<file path="config.mk">
export PLATFORM = sky130hd
export DESIGN_NAME = vx_tcu_drl_excep_resolve
export DESIGN_NICKNAME = d
export VERILOG_FILES = /design/src/rtl/vx_tcu_drl_excep_resolve.sv
export SDC_FILE = /design/constraint.sdc
export NUM_CORES = 1
export LEC_CHECK = 0
export CAP_MARGIN = 20
export CORE_MARGIN = 2
export CORE_UTILIZATION = 42
export DETAILED_ROUTE_END_ITERATION = 8
export GPL_TIMING_DRIVEN = 0
export PLACE_DENSITY = 0.83
export SYNTH_ARGS = -nofsm -noshare
export SYNTH_HDL_FRONTEND = slang
export SYNTH_SLANG_ARGS = --single-unit
</file>
<file path="constraint.sdc">
create_clock -name clk -period 2.3 [get_ports clk]
set_clock_uncertainty 0.15 [all_clocks]
set_input_delay 0.46 -clock clk [delete_from_list [all_inputs] [get_ports clk]]
set_output_delay 0.46 -clock clk [all_outputs]
set_load 0.02 [all_outputs]
</file>
<file path="src/rtl/vx_tcu_drl_excep_resolve.sv">
// FEDP exception resolve: delays the issue-time exception summary to the datapath tail,
// overrides the raw result with canonical NaN/Inf and produces fflags. Optional sticky fflags: TCU_EXCEP_STICKY_EN.
module vx_tcu_drl_excep_resolve #(
    parameter int LATENCY = 4,
    parameter int TAG_W   = 8
) (
    input  logic             clk,
    input  logic             reset,
    input  logic             enable,
    input  logic             exc_valid_in,
    input  logic [2:0]       exceptions_in,
    input  logic [TAG_W-1:0] tag_in,
    input  logic             res_valid_in,
    input  logic [31:0]      res_in,
    input  logic             res_of_in,
    input  logic             res_uf_in,
    input  logic             res_nx_in,
    output logic             valid_out,
    output logic [31:0]      result_out,
    output logic [TAG_W-1:0] tag_out,
    output logic [4:0]       fflags_out,
    output logic [4:0]       sticky_fflags,
    input  logic             fflags_clear,
    output logic             desync_err
);
    // Entry layout: {valid, sign, is_nan, is_inf, tag}; exceptions_in is {sign, is_nan, is_inf}
    localparam int E_W   = TAG_W + 4;
    localparam int CNT_W = $clog2(LATENCY + 1);

    logic [E_W-1:0]   line_reg [LATENCY];
    logic [E_W-1:0]   tail;
    logic             tail_valid;
    logic             tail_sign;
    logic             tail_nan;
    logic             tail_inf;
    logic [TAG_W-1:0] tail_tag;

    logic             valid_next;
    logic [31:0]      result_next;
    logic [4:0]       fflags_next;

    logic [CNT_W-1:0] inflight_reg;
    logic [CNT_W-1:0] inflight_next;
    logic [CNT_W-1:0] occupancy;
    logic             capture;
    logic             consume;

    always_ff @(posedge clk) begin
        if (reset) begin
            for (int i = 0; i < LATENCY; i++) line_reg[i] <= '0;
        end else if (enable) begin
            line_reg[0] <= {exc_valid_in, exceptions_in, tag_in};
            for (int i = 1; i < LATENCY; i++) line_reg[i] <= line_reg[i-1];
        end
    end

    assign tail       = line_reg[LATENCY-1];
    assign tail_valid = tail[TAG_W+3];
    assign tail_sign  = tail[TAG_W+2];
    assign tail_nan   = tail[TAG_W+1];
    assign tail_inf   = tail[TAG_W];
    assign tail_tag   = tail[TAG_W-1:0];

    // NaN beats Inf beats the datapath result; DZ can never occur in a dot product
    always_comb begin
        valid_next  = res_valid_in & tail_valid;
        result_next = res_in;
        fflags_next = {2'b00, res_of_in, res_uf_in, res_nx_in};
        if (tail_nan) begin
            result_next = 32'h7FC0_0000;
            fflags_next = 5'b10000;
        end else if (tail_inf) begin
            result_next = tail_sign ? 32'hFF80_0000 : 32'h7F80_0000;
            fflags_next = 5'b00000;
        end
    end

    always_ff @(posedge clk) begin
        if (reset) begin
            valid_out  <= 1'b0;
            result_out <= '0;
            tag_out    <= '0;
            fflags_out <= '0;
        end else if (enable) begin
            valid_out  <= valid_next;
            result_out <= result_next;
            tag_out    <= tail_tag;
            fflags_out <= fflags_next;
        end
    end

    always_ff @(posedge clk) begin
        if (reset) begin
            desync_err <= 1'b0;
        end else if (enable && (res_valid_in != tail_valid)) begin
            desync_err <= 1'b1;
        end
    end

`ifdef TCU_EXCEP_STICKY_EN
    // Clear takes effect first so a coinciding result leaves only its own flags
    always_ff @(posedge clk) begin
        if (reset) begin
            sticky_fflags <= '0;
        end else if (fflags_clear) begin
            sticky_fflags <= (enable && valid_next) ? fflags_next : 5'b00000;
        end else if (enable && valid_next) begin
            sticky_fflags <= sticky_fflags | fflags_next;
        end
    end
`else
    logic unused_clear;
    assign unused_clear  = fflags_clear;
    assign sticky_fflags = 5'b00000;
`endif

    // Occupancy bookkeeping; only observed by the checks below
    assign capture = enable & exc_valid_in;
    assign consume = enable & tail_valid;

    always_comb begin
        inflight_next = inflight_reg;
        if (capture && !consume && inflight_reg != CNT_W'(LATENCY)) begin
            inflight_next = inflight_reg + 1'b1;
        end else if (consume && !capture && inflight_reg != '0) begin
            inflight_next = inflight_reg - 1'b1;
        end
    end

    always_ff @(posedge clk) begin
        if (reset) inflight_reg <= '0;
        else       inflight_reg <= inflight_next;
    end

    always_comb begin
        occupancy = '0;
        for (int i = 0; i < LATENCY; i++) occupancy = occupancy + CNT_W'(line_reg[i][TAG_W+3]);
    end

    always_ff @(posedge clk) begin
        if (!reset) begin
            assert (inflight_reg <= CNT_W'(LATENCY));
            assert (inflight_reg == occupancy);
        end
    end
endmodule

</file>
* After elaboration in Yosys (flattened, before gate mapping)
Memory sizes are Yosys's and may differ from the RTL's. Index checks and enable logic that the tools add are counted.
Word-level totals: flip-flop bits (word level) 47, memory bits (writable) 48, memories kept 1
Memory list:
- line_reg | words 4, width 12, rd ports 4, clocked after memory_dff 0, write ports 4, line 30 | logic [E_W-1:0] line_reg [LATENCY];
Cells by class: eq/ne operators 1, muxes and demuxes 14, bitwise logic cells 5, reductions and logical operators 1
Operator list (number):
- $mux 32 | 3
- $mux 12 | 4
- $mux 1 | 5
- $mux 5 | 1
- $or 1x1->1 | 4
- $mux 3 | 1
- $and 1x1->1 | 1
- $logic_and 1x1->1 | 1
- $ne 1x1->1 | 1

* Logic depth before layout (Yosys ltp)
Gate-level depths: netlist of run 1.
depth after elaboration 4, depth in mapped cells 5

* Worst setup path before layout of run 1
No wires, ideal clock.
kind input port to flip-flop, start in enable, end mem line_reg[0][0] (netlist bit), enable pin, arrival time 1.757 ns, data required time 1.748 ns, path slack -0.010 ns, cell stages on the path 4, path buffers 2, cells stage by stage buf_6 > nor2_2 > buf_2 > inv_1
RTL lines:
- start, declared | line 9 | input logic enable,
- end, declared | line 30

==> flow_metrics.py, run 1 <==
metrics = {
    "pwr": {
        "p_seq_share_pct": 58.6,
        "power.net_switching_uw": 765.7,
        "total_leakage_power_uw": 0.001818,
        "p_per_area_mw_per_mm2": 694.6,
        "swShare_pct": 23.63,
        "comb_power_share_pct": 12.4,
        "p_int_uw": 2475,
        "max-vdd-ir-drop_mv": 0.3454,
        "clock_share_of_power_pct": 29.0,
    },
    "detailed_routing": {
        "route.final.wire_length_mm": 6.218,
        "vias_after_detailed_routing": 2161,
        "drt_iter0_drc": 43,
        "post_drt_via_cell_ratio": 4.688,
        "detail-route-antenna-nets": 0,
        "drt_pass1_iterations": 4,
        "avgRoutedWirePerCell_um": 13.49,
        "post-route-drc-count": 0,
    },
    "clock_network": {
        "post_cts_repair_setup_buffers": 0,
        "maximum_clock_path_buffer_count": 2,
        "cts.reportedPaths.clkPinSlew_ps": 90,
        "clk_latency_ps": 340,
        "cts_sinks": 94,
        "cts_inserted_buffers": 9,
        "cts_tree": "yes",
        "cts_root_buffer": "sky130_fd_sc_hd__clkbuf_8",
        "cts_htree_levels": 3,
    },
    "logic_synthesis": {
        "ys_seq_area_share_pct": 69.44,
        "synth.lib_cells_used.distinct": 23,
        "synth_warnings": 0,
        "post_synth.cell_area_avg_um2": 14.00,
        "ys_seq_elements": 94,
        "synth_area_mm2": 0.003402,
        "postSynthCellCount": 243,
    },
    "global_route": {
        "grt_antenna_before_repair": 0,
        "grt_start_max_net_pins": 25,
        "grt_usage_pct": 14.94,
        "first_global_vias": 2180,
        "grt_pass1_wl_mm": 10.16,
        "globalRoute.totalOverflow": 0,
    },
    "floorplan": {
        "placeableCoreArea_mm2": 0.007807,
        "placement_rows": 32,
        "die-area_mm2": 0.008836,
        "die_w_um": 94,
        "die_span_y_um": 94,
        "initial_utilization_pct": 43.57,
        "ioPinCount": 104,
    },
    "min_path": {
        "hold_depth": 2,
        "worst_min_path_class": "primary input to register",
    },
    "layout": {
        "fin_cells": 461,
        "seqCellArea_mm2": 0.002362,
        "utilization_pct": 59.76,
        "area.growth.synth_to_final_pct": 37.15,
        "antennaDiodeCount": 0,
        "n_fill_cell": 636,
        "post_route_cells_drive_above_1_share_pct": 9.471,
        "num-nets-final": 407,
        "multi_input_comb_area_um2": 899.6,
        "largest_reg_flops": 48,
    },
    "setup_path": {
        "slowest_stage": "sky130_fd_sc_hd__clkinvlp_4",
        "critical_path_cell_count": 4,
        "worstPathCellList": "buf_6 > nor2_2 > buf_2 > clkinvlp_4",
        "cp_num_buf_inv": 3,
        "startpoint_type": "primary input",
        "worst_r2r_path_depth": 3,
        "required_time_at_the_worst_slack_endpoint_ps": 2090,
        "crit_fanout": 24,
        "cpLargestDelayFamily": "buffers and inverters",
        "end_kind": "register",
        "timing.critical_path.arrival_ps": 1720,
        "critPathMaxStageDelay_ps": 510,
        "path_class": "primary input to register",
    },
    "sta": {
        "min_period_ps": 1935,
        "tightestPinTransition_ps": 536.0,
        "timing.setup.tns_ps": 0,
        "rsz_0062_raised_after_global_routing": "no",
        "hold_violations_final": 0,
        "post-route-period-util_pct": 84.15,
        "fmaxAchievable_ghz": 0.5167,
        "postLayoutSetupSlackWorst_ps": 364.6,
        "setup_violations": 0,
        "timing.max_slew.rel_slack_pct": 64.11,
        "final-max-slew-violation-count": 0,
    },
    "placed_design": {
        "buffer_ports.inserted": 94,
        "placement.setup.worst_slack_ps": -401.5,
        "place_congestion": 0.7418,
        "dp_hpwl_mm": 4.372,
        "placed_cells": 444,
    },
    "run": {
        "timing.max_cap.violations": 0,
    },
    "run_status": {
        "status": "completed",
    },
}
==> cells in the mapped netlist <==
cell / number / area [um2]
sky130_fd_sc_hd__conb_1: 1 / 3.750
sky130_fd_sc_hd__clkbuf_1: 6 / 22.52
sky130_fd_sc_hd__nor2_1: 12 / 45.04
sky130_fd_sc_hd__ha_1: 1 / 12.51
sky130_fd_sc_hd__nand2b_1: 2 / 12.51
sky130_fd_sc_hd__or3b_1: 1 / 8.760
sky130_fd_sc_hd__buf_6: 4 / 45.04
sky130_fd_sc_hd__o2bb2ai_1: 8 / 70.07
sky130_fd_sc_hd__a22o_1: 25 / 219.0
sky130_fd_sc_hd__o32ai_1: 1 / 8.760
sky130_fd_sc_hd__nor4b_4: 1 / 23.77
sky130_fd_sc_hd__edfxtp_1: 48 / 1441
sky130_fd_sc_hd__mux2i_1: 11 / 110.1
sky130_fd_sc_hd__dfxtp_1: 46 / 920.9
sky130_fd_sc_hd__buf_4: 6 / 45.04
sky130_fd_sc_hd__a311oi_1: 1 / 8.760
sky130_fd_sc_hd__nor3_1: 8 / 40.04
sky130_fd_sc_hd__and2_1: 48 / 300.3
sky130_fd_sc_hd__nor2b_1: 1 / 6.260
sky130_fd_sc_hd__nor2_2: 1 / 6.260
sky130_fd_sc_hd__a21oi_1: 1 / 5.000
sky130_fd_sc_hd__inv_1: 3 / 11.26
sky130_fd_sc_hd__buf_2: 7 / 35.03
==> layout make-up <==
type | instances | area share [%]
Sequential cell | 94 | 50.63
Timing Repair Buffer | 94 | 20.17
Multi-Input combinational cell | 128 | 19.28
Buffer | 23 | 3.164
Clock buffer | 11 | 2.816
Tap cell | 102 | 2.735
Clock inverter | 5 | 0.7241
Inverter | 3 | 0.3218
Timing Repair inverter | 1 | 0.1609
==> path summary, 6_finish.rpt <==
| kind | startpoint | end | slack (ps) |
|---|---|---|---|
| min reg2reg | result_out[24] | result_out[24] | 320 |
| max reg2reg | line_reg[3][9] | result_out[19] | 720 |
| min | reset | fflags_out[4] | 190 |
| max | enable | line_reg[3][8] | 360 |
==> routing by layer <==
layer	part of all wire (%)	wire, um	track usage (%)	vias to the layer above
met3	4.3	268	2.729	16
met4	2.8	174	7.729	0
li1	-	-	-	1073
met1	42	2632	17.41	1011
met5	0	0	0	-
met2	51	3142	26.13	61
==> power by group through the flow <==
stage | clock [uW] | combinational (uW) | sequential (uW)
finish | 940 | 400 | 1900
detailed placement | 0 | 401 | 1940
global placement | 0 | 390 | 1940
CTS | 962 | 405 | 1900
global route | 1040 | 431 | 1910
floorplan | 0 | 144 | 1990
==> layout by cell type (no fill, tap or decap) <==
cell	synthesis	final
sky130_fd_sc_hd__a21oi_1	1	1
sky130_fd_sc_hd__a22o_1	25	25
sky130_fd_sc_hd__a311oi_1	1	1
sky130_fd_sc_hd__and2_1	48	48
sky130_fd_sc_hd__buf_2	7	7
sky130_fd_sc_hd__buf_4	6	6
sky130_fd_sc_hd__buf_6	4	4
sky130_fd_sc_hd__clkbuf_1	6	8
sky130_fd_sc_hd__clkbuf_8	0	9
sky130_fd_sc_hd__clkdlybuf4s50_1	0	94
sky130_fd_sc_hd__clkinv_1	0	1
sky130_fd_sc_hd__clkinvlp_4	0	4
sky130_fd_sc_hd__conb_1	1	6
sky130_fd_sc_hd__dfxtp_1	46	46
sky130_fd_sc_hd__edfxtp_1	48	48
sky130_fd_sc_hd__ha_1	1	1
sky130_fd_sc_hd__inv_1	3	2
sky130_fd_sc_hd__inv_4	0	1
sky130_fd_sc_hd__inv_6	0	1
sky130_fd_sc_hd__mux2i_1	11	11
sky130_fd_sc_hd__nand2b_1	2	2
sky130_fd_sc_hd__nor2_1	12	12
sky130_fd_sc_hd__nor2_2	1	1
sky130_fd_sc_hd__nor2b_1	1	1
sky130_fd_sc_hd__nor3_1	8	8
sky130_fd_sc_hd__nor4b_4	1	1
sky130_fd_sc_hd__o2bb2ai_1	8	8
sky130_fd_sc_hd__o32ai_1	1	1
sky130_fd_sc_hd__or3b_1	1	1
==> per-stage QoR <==
step	instance area [um2]	hold slack, ps	total power, uW
after floorplan	3425	306.3	2132
after global placement	4493	296.5	2325
after detailed placement	4493	299.5	2342
after CTS	4666	182.5	3267
after global routing	4666	179.1	3385
final	4666	189.0	3241
==> what timing repair did <==
| action | 4_1_cts | 5_1_grt |
|---|---|---|
| hold buffers | 0 | 0 |
| setup endpoints to repair | 48 | 0 |
| gates resized for setup | 1 | 0 |
==> kinds of logic (layout without fill, tap and decap cells) <==
kind of cell | after synthesis | in the layout | synth area share, %
compound gates | 36 | 36 | 9.158
fa+ha+maj | 1 | 1 | 0.3677
buf+inv | 26 | 137 | 4.670
flops | 94 | 94 | 69.44
mux | 11 | 11 | 3.237
other cells | 1 | 6 | 0.1102
simple gates | 74 | 74 | 13.02
Power figures use the tool's default switching activity.
==> run 2, diff against run 1 <==
--- a/config.mk
+++ b/config.mk
@@ -7,10 +7,10 @@
 export LEC_CHECK = 0
 export CAP_MARGIN = 20
 export CORE_MARGIN = 2
-export CORE_UTILIZATION = 42
+export CORE_UTILIZATION = 46
 export DETAILED_ROUTE_END_ITERATION = 8
 export GPL_TIMING_DRIVEN = 0
-export PLACE_DENSITY = 0.83
+export PLACE_DENSITY = 0.86
 export SYNTH_ARGS = -nofsm -noshare
 export SYNTH_HDL_FRONTEND = slang
 export SYNTH_SLANG_ARGS = --single-unit
==> constraint.sdc (replaced) <==
create_clock -name clk -period 1.9 [get_ports clk]
set_clock_uncertainty 0.15 [all_clocks]
set_input_delay 0.38 -clock clk [delete_from_list [all_inputs] [get_ports clk]]
set_output_delay 0.38 -clock clk [all_outputs]
set_load 0.02 [all_outputs]
==> flow_metrics.py, run 2 (synthesis gave the netlist of run 1 again) <==
metrics = {
    "run_status": {
        "status": "completed",
    },
    "detailed_routing": {
        "post-route-drc-count": 0,
        "drt_pass1_iterations": 4,
        "route.final.wire_length_mm": 6.621,
        "vias_after_detailed_routing": 2169,
        "avgRoutedWirePerCell_um": 14.46,
        "drt_iter0_drc": 89,
        "detail-route-antenna-nets": 0,
        "post_drt_via_cell_ratio": 4.736,
    },
    "sta": {
        "fmaxAchievable_ghz": 0.5345,
        "hold_violations_final": 0,
        "timing.max_slew.rel_slack_pct": 63.50,
        "tightestPinTransition_ps": 545.2,
        "setup_violations": 0,
        "min_period_ps": 1871,
        "post-route-period-util_pct": 98.47,
        "final-max-slew-violation-count": 0,
        "rsz_0062_raised_after_global_routing": "no",
    },
    "pwr": {
        "report.power.total_uw": 4183,
        "p_per_area_mw_per_mm2": 880.7,
        "max-vdd-ir-drop_mv": 0.4427,
        "total_leakage_power_uw": 0.001963,
    },
    "floorplan": {
        "placeableCoreArea_mm2": 0.007214,
        "placement_rows": 31,
        "die_w_um": 90,
        "die-area_mm2": 0.008100,
        "ioPinCount": 104,
        "initial_utilization_pct": 47.16,
        "die_span_y_um": 90,
    },
    "clock_network": {
        "cts_sinks": 94,
        "cts_htree_levels": 3,
        "cts.reportedPaths.clkPinSlew_ps": 100,
        "cts_hold_bufs": 0,
        "cts_inserted_buffers": 9,
        "clk_latency_ps": 350,
        "maximum_clock_path_buffer_count": 2,
        "cts_root_buffer": "sky130_fd_sc_hd__clkbuf_8",
        "cts_tree": "yes",
    },
    "min_path": {
        "worst_min_path_class": "primary input to register",
        "hold_depth": 2,
    },
    "placed_design": {
        "placed_instance_area_mm2": 0.004509,
        "place_congestion": 0.7354,
        "buffer_ports.inserted": 94,
        "dp_hpwl_mm": 4.472,
    },
    "setup_path": {
        "worst_r2r_path_depth": 3,
        "required_time_at_the_worst_slack_endpoint_ps": 1370,
        "critPathMaxStageDelay_ps": 630,
        "crit_fanout": 2,
        "slowest_stage": "sky130_fd_sc_hd__clkdlybuf4s50_1",
        "startpoint_type": "register",
        "timing.critical_path.arrival_ps": 1340,
        "cp_num_buf_inv": 1,
        "path_class": "register to output pin",
        "cpLargestDelayFamily": "buffers and inverters",
        "end_kind": "output pin",
        "worstPathCellList": "clkdlybuf4s50_1",
        "critical_path_cell_count": 1,
    },
    "global_route": {
        "first_global_vias": 2193,
        "grt_usage_pct": 16.52,
        "grt_start_max_net_pins": 25,
        "grt_pass1_wl_mm": 10.64,
        "globalRoute.totalOverflow": 0,
        "grt_antenna_before_repair": 0,
    },
    "layout": {
        "antennaDiodeCount": 0,
        "postLayoutCellArea_mm2": 0.004750,
        "num-nets-final": 407,
        "mostFrequentLayoutCells": "sky130_fd_sc_hd__clkdlybuf4s50_1 (88), sky130_fd_sc_hd__and2_1 (48), sky130_fd_sc_hd__edfxtp_1 (48)",
        "largest_reg_flops": 48,
        "post_route_cells_drive_above_1_share_pct": 10.31,
        "n_fill_cell": 567,
        "layout_commonest_cell": "sky130_fd_sc_hd__clkdlybuf4s50_1",
        "area.growth.synth_to_final_pct": 39.61,
    },
    "run": {
        "timing.max_cap.violations": 0,
    },
}
==> run 2: cell count changes in the layout (fill, tap and decap cells not counted), moves of 2 or more <==
cell / change
sky130_fd_sc_hd__clkbuf_1: -2
sky130_fd_sc_hd__clkbuf_16: +2
sky130_fd_sc_hd__clkdlybuf4s50_1: -6
sky130_fd_sc_hd__clkinvlp_4: -2
sky130_fd_sc_hd__dlymetal6s2s_1: +6
==> run 2: timing repair <==
| item | 4_1_cts | 5_1_grt |
|---|---|---|
| endpoints found under the setup margin | 48 | 6 |
| gates resized for setup | 1 | 6 |
| setup buffers | 0 | 0 |
| cloned | 1 | 0 |
==> run 2: power by group <==
part / internal, uW / switching [uW] / leakage [uW]
Combinational: 264 / 224 / 0.000943
Clock: 683 / 709 / 0.000115
Sequential: 2260 / 45.9 / 0.000905
Total: 3200 / 979 / 0.00196
==> run 2: final timing paths <==
check                      start        endpoint  slack [ps]
setup / recovery  result_out[17]  result_out[17]          30
hold / removal             reset  result_out[22]          50
setup reg to reg  line_reg[3][9]   result_out[6]         300
hold reg to reg   result_out[26]  result_out[26]         320
==> run 2: layer usage <==
layer	GRT usage (%)	wire length, um
met5	0	0
met4	6.154	87
met3	4.023	266
met1	19.11	2740
met2	29.64	3527
==> run 2: through the flow <==
step | cells | hold slack, ps | TNS [ps] | util, % | setup slack [ps]
floorplan | 248 | 306.3 | -5451 | - | -113.6
global placement | 441 | 294.0 | -18910 | 62.50 | -395.7
detailed placement | 441 | 295.7 | -24270 | 62.50 | -508.0
CTS | 458 | 43.77 | 0 | 65.63 | 9.198
global route | 458 | 46.79 | 0 | 65.83 | 4.600
finish | 458 | 55.00 | 0 | 65.83 | 29.15
==> run 2: area by class of cell <==
type                    instances  area (um2)  share of cell area (%)
clock inverters                 4       30.03                  0.6322
multi-input cells             128       904.6                   19.05
repair inverters                1       7.507                  0.1581
clock buffers                  12       187.7                   3.952
flip-flops and latches         94        2362                   49.74
well taps                      99       123.9                   2.608
plain buffers                  23       162.7                   3.425
repair buffers                 94       955.9                   20.13
inverters                       3       15.01                  0.3161
==> run 3, diff against run 2 <==
--- a/config.mk
+++ b/config.mk
@@ -7,10 +7,11 @@
 export LEC_CHECK = 0
 export CAP_MARGIN = 20
 export CORE_MARGIN = 2
-export CORE_UTILIZATION = 46
+export CORE_UTILIZATION = 48
+export CTS_BUF_LIST = sky130_fd_sc_hd__clkbuf_2
 export DETAILED_ROUTE_END_ITERATION = 8
 export GPL_TIMING_DRIVEN = 0
-export PLACE_DENSITY = 0.86
+export PLACE_DENSITY = 0.89
 export SYNTH_ARGS = -nofsm -noshare
 export SYNTH_HDL_FRONTEND = slang
 export SYNTH_SLANG_ARGS = --single-unit
==> flow_metrics.py, run 3 (synthesis gave the netlist of run 1 again) <==
metrics = {
    "floorplan": {
        "placeableCoreArea_mm2": 0.006832,
        "placement_rows": 30,
        "ioPinCount": 104,
        "die_w_um": 88.19,
        "die_span_y_um": 88.19,
        "initial_utilization_pct": 49.80,
        "die-area_mm2": 0.007777,
    },
    "setup_path": {
        "timing.critical_path.arrival_ps": 1280,
        "required_time_at_the_worst_slack_endpoint_ps": 1370,
        "path_class": "register to output pin",
        "critPathMaxStageDelay_ps": 410,
        "worstPathCellList": "dlygate4sd2_1",
        "cp_num_buf_inv": 1,
        "slowest_stage": "sky130_fd_sc_hd__dfxtp_1",
        "end_kind": "output pin",
        "cpLargestDelayFamily": "flip-flops",
        "startpoint_type": "register",
        "crit_fanout": 2,
    },
    "layout": {
        "largest_reg_flops": 48,
        "fin_cells": 456,
        "mostFrequentLayoutCells": "sky130_fd_sc_hd__and2_1 (48), sky130_fd_sc_hd__clkdlybuf4s50_1 (48), sky130_fd_sc_hd__edfxtp_1 (48)",
        "antennaDiodeCount": 0,
        "num-nets-final": 408,
        "utilization_pct": 66.90,
        "multi_input_comb_area_um2": 904.6,
        "n_fill_cell": 541,
        "seqCellArea_mm2": 0.002362,
        "post_route_cells_drive_above_1_share_pct": 10.28,
        "area.growth.synth_to_final_pct": 34.35,
    },
    "global_route": {
        "globalRoute.totalOverflow": 0,
        "grt_antenna_before_repair": 0,
        "grt_start_max_net_pins": 49,
        "grt_usage_pct": 16.85,
        "grt_pass1_wl_mm": 10.05,
        "first_global_vias": 2174,
    },
    "clock_network": {
        "maximum_clock_path_buffer_count": 2,
        "cts.reportedPaths.clkPinSlew_ps": 250,
        "cts_root_buffer": "sky130_fd_sc_hd__clkbuf_2",
        "clk_latency_ps": 490,
        "cts_htree_levels": 3,
        "cts_tree": "yes",
        "cts_inserted_buffers": 9,
        "cts_sinks": 94,
        "post_cts_repair_setup_buffers": 0,
    },
    "detailed_routing": {
        "drt_pass1_iterations": 4,
        "post_drt_via_cell_ratio": 4.761,
        "vias_after_detailed_routing": 2171,
        "post-route-drc-count": 0,
        "avgRoutedWirePerCell_um": 13.63,
        "route.final.wire_length_mm": 6.214,
        "drt_iter0_drc": 100,
        "detail-route-antenna-nets": 0,
    },
    "pwr": {
        "power.net_switching_uw": 871.5,
        "total_leakage_power_uw": 0.002007,
        "p_per_area_mw_per_mm2": 802.2,
        "comb_power_share_pct": 12.3,
        "clock_share_of_power_pct": 24.9,
        "max-vdd-ir-drop_mv": 0.3708,
        "p_seq_share_pct": 62.8,
        "p_int_uw": 2795,
        "swShare_pct": 23.77,
    },
    "placed_design": {
        "placed_cells": 438,
        "place_congestion": 0.7507,
        "buffer_ports.inserted": 94,
        "dp_hpwl_mm": 4.381,
        "placement.setup.worst_slack_ps": -485.4,
    },
    "sta": {
        "postLayoutSetupSlackWorst_ps": 90.15,
        "final-max-slew-violation-count": 0,
        "post-route-period-util_pct": 95.26,
        "min_period_ps": 1810,
        "rsz_0062_raised_after_global_routing": "no",
        "hold_violations_final": 0,
        "setup_violations": 0,
        "fmaxAchievable_ghz": 0.5525,
    },
    "run": {
        "timing.max_cap.violations": 0,
    },
    "min_path": {
        "worst_min_path_class": "primary input to register",
    },
    "run_status": {
        "status": "completed",
    },
}
run 3: per-stage QoR:
| step | setup TNS, ps | hold WS (ps) | instance area, um2 | power [uW] |
|---|---|---|---|---|
| global route | 0 | 10.30 | 4571 | 3819 |
| CTS | 0 | 6.578 | 4563 | 3702 |
| global placement | -17750 | 293.4 | 4506 | 2818 |
| detailed placement | -23220 | 303.3 | 4506 | 2839 |
| finish | 0 | 44.64 | 4571 | 3666 |
| floorplan | -5451 | 306.3 | 3445 | 2586 |
run 3: final timing paths:
check / startpoint / end / slack (ps) / cells past startpoint
worst max-delay path: result_out[27] / result_out[27] / 90 / 1
worst min-delay path: enable / tag_out[7] / 40 / 3
worst min register to register: result_out[23] / result_out[23] / 340 / 1
worst max register to register: line_reg[3][9] / result_out[15] / 350 / 3
run 3: repair_timing:
item / CTS / global route
gates resized for setup: 46 / 1
endpoints found under the hold margin: 3 / 0
cloned: 0 / 1
hold buffers: 1 / 0
endpoints found under the setup margin: 46 / 35
run 3: metal layers:
metal	wire length, um	vias to the layer above	share of wire, %	GRT usage (%)
met3	260	13	4.2	2.733
li1	-	1074	-	-
met4	150	0	2.4	8.678
met5	0	-	0	0
met2	3184	65	51	29.12
met1	2618	1019	42	20.26
run 3: layout make-up:
class | count | share of cell area (%)
inverters | 3 | 0.3285
clock inverters | 5 | 1.095
plain buffers | 23 | 3.559
repair inverters | 1 | 0.1642
clock buffers | 11 | 1.204
multi-input cells | 128 | 19.79
well taps | 96 | 2.628
repair buffers | 95 | 19.55
flip-flops and latches | 94 | 51.68
run 3: power groups by stage:
stage / Sequential (uW) / Combinational (uW) / Clock [uW]
floorplan: 2410 / 179 / 0
global placement: 2340 / 475 / 0
detailed placement: 2350 / 488 / 0
CTS: 2310 / 454 / 942
global route: 2320 / 486 / 1010
finish: 2300 / 451 / 912
